## src/rtl/eth_tx_arb.sv

```systemverilog
// Two-input whole-packet round-robin arbiter for the 64-bit Ethernet TX stream.
// Grants are withdrawn if the granted input never starts its packet.
module eth_tx_arb #(
    parameter int unsigned GRANT_TIMEOUT = 64
) (
    input  logic        eth_clk,
    input  logic        eth_rst,

    input  logic        s0_req,
    input  logic        s0_tvalid,
    input  logic        s0_tlast,
    input  logic [7:0]  s0_tkeep,
    input  logic [63:0] s0_tdata,
    input  logic        s0_tuser,
    output logic        s0_tready,

    input  logic        s1_req,
    input  logic        s1_tvalid,
    input  logic        s1_tlast,
    input  logic [7:0]  s1_tkeep,
    input  logic [63:0] s1_tdata,
    input  logic        s1_tuser,
    output logic        s1_tready,

    output logic        m_tvalid,
    output logic        m_tlast,
    output logic [7:0]  m_tkeep,
    output logic [63:0] m_tdata,
    output logic        m_tuser,
    input  logic        m_tready,

    output logic [31:0] pkt_cnt0,
    output logic [31:0] pkt_cnt1,
    output logic [15:0] timeout_cnt
);

    localparam int unsigned TW = $clog2(GRANT_TIMEOUT + 1);
    localparam logic [TW-1:0] TO_LAST = TW'(GRANT_TIMEOUT - 1);

    typedef enum logic {
        ARB_IDLE = 1'b0,
        ARB_BUSY = 1'b1
    } arb_state_e;

    arb_state_e     r_state;
    logic           r_grant;
    logic           r_last;
    logic           r_started;
    logic [TW-1:0]  r_to_cnt;
    logic [31:0]    r_pkt_cnt0;
    logic [31:0]    r_pkt_cnt1;
    logic [15:0]    r_timeout_cnt;

    logic           w_busy;
    logic           w_req0;
    logic           w_req1;
    logic           w_sel_tvalid;
    logic           w_sel_tlast;
    logic           w_sel_tuser;
    logic [7:0]     w_sel_tkeep;
    logic [63:0]    w_sel_tdata;
    logic           w_xfer;
    logic           w_done;
    logic           w_to_fire;

    assign w_busy = (r_state == ARB_BUSY);
    assign w_req0 = s0_req | s0_tvalid;
    assign w_req1 = s1_req | s1_tvalid;

    assign w_sel_tvalid = r_grant ? s1_tvalid : s0_tvalid;
    assign w_sel_tlast  = r_grant ? s1_tlast  : s0_tlast;
    assign w_sel_tuser  = r_grant ? s1_tuser  : s0_tuser;
    assign w_sel_tkeep  = r_grant ? s1_tkeep  : s0_tkeep;
    assign w_sel_tdata  = r_grant ? s1_tdata  : s0_tdata;

    // Zero-latency passthrough while busy; everything forced low while idle or in reset.
    assign m_tvalid  = w_busy & w_sel_tvalid;
    assign m_tlast   = w_busy & w_sel_tlast;
    assign m_tuser   = w_busy & w_sel_tuser;
    assign m_tkeep   = w_busy ? w_sel_tkeep : 8'h00;
    assign m_tdata   = w_busy ? w_sel_tdata : 64'h0;
    assign s0_tready = w_busy & ~r_grant & m_tready;
    assign s1_tready = w_busy &  r_grant & m_tready;

    assign w_xfer    = m_tvalid & m_tready;
    assign w_done    = w_xfer & m_tlast;
    // A first tvalid in the firing cycle suppresses the timeout.
    assign w_to_fire = w_busy & ~r_started & ~w_sel_tvalid & (r_to_cnt == TO_LAST);

    always_ff @(posedge eth_clk or posedge eth_rst) begin
        if (eth_rst) begin
            r_state       <= ARB_IDLE;
            r_grant       <= 1'b0;
            r_last        <= 1'b1;
            r_started     <= 1'b0;
            r_to_cnt      <= '0;
            r_pkt_cnt0    <= 32'd0;
            r_pkt_cnt1    <= 32'd0;
            r_timeout_cnt <= 16'd0;
        end else begin
            case (r_state)
                ARB_IDLE: begin
                    r_started <= 1'b0;
                    r_to_cnt  <= '0;
                    if (w_req0 || w_req1) begin
                        r_grant <= (w_req0 && w_req1) ? ~r_last : w_req1;
                        r_state <= ARB_BUSY;
                    end
                end
                ARB_BUSY: begin
                    if (w_xfer) begin
                        r_started <= 1'b1;
                    end
                    if (!r_started && !w_sel_tvalid) begin
                        r_to_cnt <= r_to_cnt + 1'b1;
                    end
                    if (w_done) begin
                        r_state <= ARB_IDLE;
                        r_last  <= r_grant;
                        if (r_grant) begin
                            r_pkt_cnt1 <= r_pkt_cnt1 + 32'd1;
                        end else begin
                            r_pkt_cnt0 <= r_pkt_cnt0 + 32'd1;
                        end
                    end else if (w_to_fire) begin
                        r_state <= ARB_IDLE;
                        r_last  <= r_grant;
                        if (r_timeout_cnt != 16'hFFFF) begin
                            r_timeout_cnt <= r_timeout_cnt + 16'd1;
                        end
                    end
                end
                default: r_state <= ARB_IDLE;
            endcase
        end
    end

    assign pkt_cnt0    = r_pkt_cnt0;
    assign pkt_cnt1    = r_pkt_cnt1;
    assign timeout_cnt = r_timeout_cnt;

endmodule
```

## config.mk

```make
export PLATFORM = sky130hd
export DESIGN_NAME = eth_tx_arb
export DESIGN_NICKNAME = d
export VERILOG_FILES = /design/src/rtl/eth_tx_arb.sv
export SDC_FILE = /design/constraint.sdc
export NUM_CORES = 1
export LEC_CHECK = 0
export CAP_MARGIN = 20
export CORE_AREA = 5 5 121 123
export DETAILED_ROUTE_END_ITERATION = 8
export DIE_AREA = 0 0 126 128
export PLACE_DENSITY_LB_ADDON = 0.3
export SLEW_MARGIN = 20
export SYNTH_ARGS = -nofsm -noshare
export SYNTH_HDL_FRONTEND = slang
export SYNTH_SLANG_ARGS = --single-unit
```

## constraint.sdc

```tcl
create_clock -name eth_clk -period 6.5 [get_ports eth_clk]
set_input_delay 0.975 -clock eth_clk [delete_from_list [all_inputs] [get_ports eth_clk]]
set_output_delay 0.975 -clock eth_clk [all_outputs]
set_load 0.01 [all_outputs]
```

# == Word level (Yosys, flattened, before mapping) ==
# Index checks and enable logic that the tools add are counted.
# classes
add_sub_neg,4
n_eq_ne,4
n_mux,18
bitwise_logic,20
reduce_logical,11
# op_table
cell,count
$mux 64,2
$add 32x1->32 const B,2
$add 16x1->16 const B,1
$mux 8,2
$ne 16x16->1 const B,1
$pmux 7 s2,1
$and 1x1->1,12
$mux 1,10
$add 7x1->7 const B,1
$eq 7x6->1 const B,1
$mux 7,1
$not 1->1,6
$reduce_and 3->1,2
$ne 2x1->1 const B,2
$pmux 1 s2,2
$reduce_and 2->1,2
$reduce_and 4->1,1
$logic_and 1x1->1,2
$logic_not 1->1,2
$or 1x1->1,2
$reduce_bool 2->1,1
$logic_or 1x1->1,1
# word_totals
reg_bits,91
inputBits,155
output_inout_bits,157
wordCells,65

# == Depth between registers and ports, before layout ==
# logic_depth
depth_word,7
ltp_mapped,7
depth_no_buf,6

# == Least setup slack after synthesis ==
# OpenSTA, ideal clock, no wires.
# synth_path
kind,register to output
from,reg r_grant
to,out m_tdata[15]
t_arrival_ps,1620
path_slack_ps,3905
stages_incl_launch_ff,6
cell_sequence,dfrtp_1 > buf_6 > clkbuf_1 > buf_1 > mux2i_1 > nor2b_1
# synth_between
elab_chain_cells,2
# synth_lines
element,line,source
"start, declared",46,logic r_grant;
"start signal, assigned",106,r_grant <= (w_req0 && w_req1) ? ~r_last : w_req1;
$mux 64,74,assign w_sel_tdata = r_grant ? s1_tdata : s0_tdata;
$mux 64,81,assign m_tdata = w_busy ? w_sel_tdata : 64'h0;
"end, declared",28,"output logic [63:0] m_tdata,"
# No other way between the ends.

# == Final worst setup path ==
# layout_path
from,reg r_grant
to,out m_tkeep[3]
# layout_between
elab_chain_cells,2
# layout_lines
element,line,source
$mux 8,73,assign w_sel_tkeep = r_grant ? s1_tkeep : s0_tkeep;
$mux 8,80,assign m_tkeep = w_busy ? w_sel_tkeep : 8'h00;
"end, declared",27,"output logic [7:0] m_tkeep,"
# No other way between the ends.

==> impl_metrics.yaml <==
run_status:
  status: "finished clean"
clocking:
  cts_resized: 0
  clockBufferDepth: 2
  clk_root_buffer_cell: "clkbuf_16"
  cts_tree: "yes"
  htree_levels: 3
  cts_buffers: 9
  clk_pin_slew_ps: 70
  postCtsHoldBufs: 0
  cts_setup_buffers: 0
  clock_sinks: 91
  clk_latency_ps: 340
place:
  gp_congestion: 0.9302
  dp_hpwl_mm: 15.17
  dp.cells: 1003
  portBuffers: 311
synthesis:
  ys_warn_count: 0
  syn_area_per_cell_um2: 10.31
  ys_async_sr_fraction: 1.000
  synth-seq-area-share: 0.4153
  synth_edf_count: 0
  synthFlopType: "dfrtp_1"
  synthTopCellsByArea: "dfrtp_1 41%, mux2i_1 14%, nor2b_1 9.0%, xnor2_1 8.6%, xor2_1 4.6%"
  synth_fp_nets: 691
  netlist.area_leader.share: 0.4105
  synthCells: 532
  ys_ff_latch: 91
  syn_area_um2: 5487
  post_synth_num_cell_types: 39
  yosysTopAreaCell: "dfrtp_1"
detailed_routing:
  drtIter0Drc: 202
  vias_per_cell: 5.031
  finalWirelength_mm: 18.80
  firstDrtPassIters: 4
  wl_per_cell_um: 18.41
  drc: 0
  ant_nets: 0
  vias: 5137
sta:
  skew_ps: 8.007
  tns_ps: 0
  rsz0062_at_grt: "no"
  maxSlewViolCount: 0
  fmax_mhz: 262.8
  timing.slew.headroom: 0.4539
  fin_crit_ps: 3805
  timing.final.crit_share: 0.5854
  hold_ws_ps: 482.7
  worst_pin_slew_ps: 819.1
  setup-violations-final: 0
  finalHoldViolCount: 0
layout:
  fin_util: 0.6683
  layout_common_cells: "311 x clkdlybuf4s50_1, 88 x dfrtp_1, 79 x nor2b_1"
  instances_no_fill: 1021
  multi_input_area_um2: 3083
  fillers: 1097
  final_common_cell: "clkdlybuf4s50_1"
  nets: 993
  area_delta_synth_final_pct: 65.15
  regArea_um2: 2286
  drive_above_1_share: 0.04172
setup_path:
  critical_path.endpoint_type: "output pin"
  required_ps: 5520
  critPathKind: "flop to output pin"
  startpoint_type: "flop"
  worst_ep_arrival_time_ps: 2830
  worstPathMaxFanout: 50
global_routing:
  grt_overflow: 0
  track_usage: 0.2250
  antenna_found_initial: 2
  grt_max_degree: 92
  grt_pass1_vias: 5354
  grt_pass1_wl_mm: 29.00
die:
  dieArea_um2: 16130
  die_h_um: 128
  fp.coreArea_um2: 13560
  die_width_um: 126
  initial_utilization: 0.4047
  io_pins: 312
  rows: 43
flow_run:
  max-cap-violations: 0
min_path:
  hold_path_class: "flop to flop"
power_and_ir_drop:
  leakage_nw: 4.019
  p_total_mw: 2.311
  powerDensity_nw_per_um2: 255.1
  peakVddDrop_mv: 0.1604
metrics by stage:
stage          setup slack [ps]  cell area (um2)
2_1_floorplan              3163             5487
3_3_place_gp               3019             8747
3_5_place_dp               3019             8747
4_1_cts                    2664             9050
5_1_grt                    2555             9061
6_report                   2695             9061
worst paths after layout:
path	cells past startpoint	slack, ps	from	to
worst max-delay path	4	2700	r_grant$_DFFE_PP0P_	m_tkeep[3]
worst min-delay path	1	480	pkt_cnt1[31]$_DFFE_PP0P_	pkt_cnt1[31]$_DFFE_PP0P_
min in group asynchronous	3	1200	eth_rst	pkt_cnt0[15]$_DFFE_PP0P_
max in group asynchronous	3	4680	eth_rst	r_state$_DFF_PP0_
worst min register to register	1	480	pkt_cnt1[31]$_DFFE_PP0P_	pkt_cnt1[31]$_DFFE_PP0P_
worst max register to register	5	3870	r_state$_DFF_PP0_	pkt_cnt1[18]$_DFFE_PP0P_
synthesized netlist by cell type, types with 2 or more instances:
| library cell | n |
|---|---|
| dfrtp_1 | 90 |
| nor2b_1 | 79 |
| mux2i_1 | 75 |
| xnor2_1 | 54 |
| nand4_1 | 35 |
| nand2_1 | 33 |
| xor2_1 | 29 |
| nor2_1 | 23 |
| nand3_1 | 18 |
| and3_1 | 14 |
| clkbuf_1 | 14 |
| and4_1 | 7 |
| inv_1 | 7 |
| nor3_1 | 6 |
| and2_1 | 5 |
| nor4_1 | 5 |
| buf_2 | 4 |
| ha_1 | 4 |
| mux2_2 | 4 |
| nor4_4 | 3 |
| and4b_1 | 2 |
| buf_1 | 2 |
| nand2b_1 | 2 |
| or4_1 | 2 |
worst max-delay path: stages (launching register included):
cell and delay [ps]:
dfrtp_4 740, buf_4 730, mux2i_1 220, nor2b_1 170, clkdlybuf4s50_1 580
cells by family after synthesis:
kind of cell | after synthesis | synth area share
xor gates and xnor gates | 83 | 0.1325
adders and majority gates | 4 | 0.009122
buffers and inverters | 29 | 0.02281
AOI/OAI and AO/OA | 3 | 0.003647
muxes | 80 | 0.1491
and+or+nand+nor | 242 | 0.2675
DFF | 91 | 0.4153
state kept, by name, summed over array words and instances (netlist names):
| name | cells |
|---|---|
| r_grant | 1 |
| timeout_cnt | 16 |
| r_state | 1 |
| r_last | 1 |
| pkt_cnt1 | 32 |
| r_to_cnt | 7 |
| r_started | 1 |
| pkt_cnt0 | 32 |
metal layers:
layer  track usage  wire length [um]
met5             0                 0
met1        0.2517              6740
met4       0.06246               348
met2        0.3944              9948
met3       0.09500              1758
report_power, final:
group / internal (mW) / total (mW) / switching (mW)
logic: 0.633 / 1.07 / 0.432
registers: 0.611 / 0.719 / 0.109
clock network: 0.303 / 0.527 / 0.224
cell type report:
type / instances / area share
Antenna cell: 2 / 0.0005523
Tap cell: 180 / 0.02486
Inverter: 7 / 0.003038
Clock inverter: 6 / 0.008147
Sequential cell: 91 / 0.2523
Clock buffer: 10 / 0.02527
Multi-Input combinational cell: 412 / 0.3402
Timing Repair Buffer: 313 / 0.3456
No activity file was read; power rests on OpenSTA's default activity.
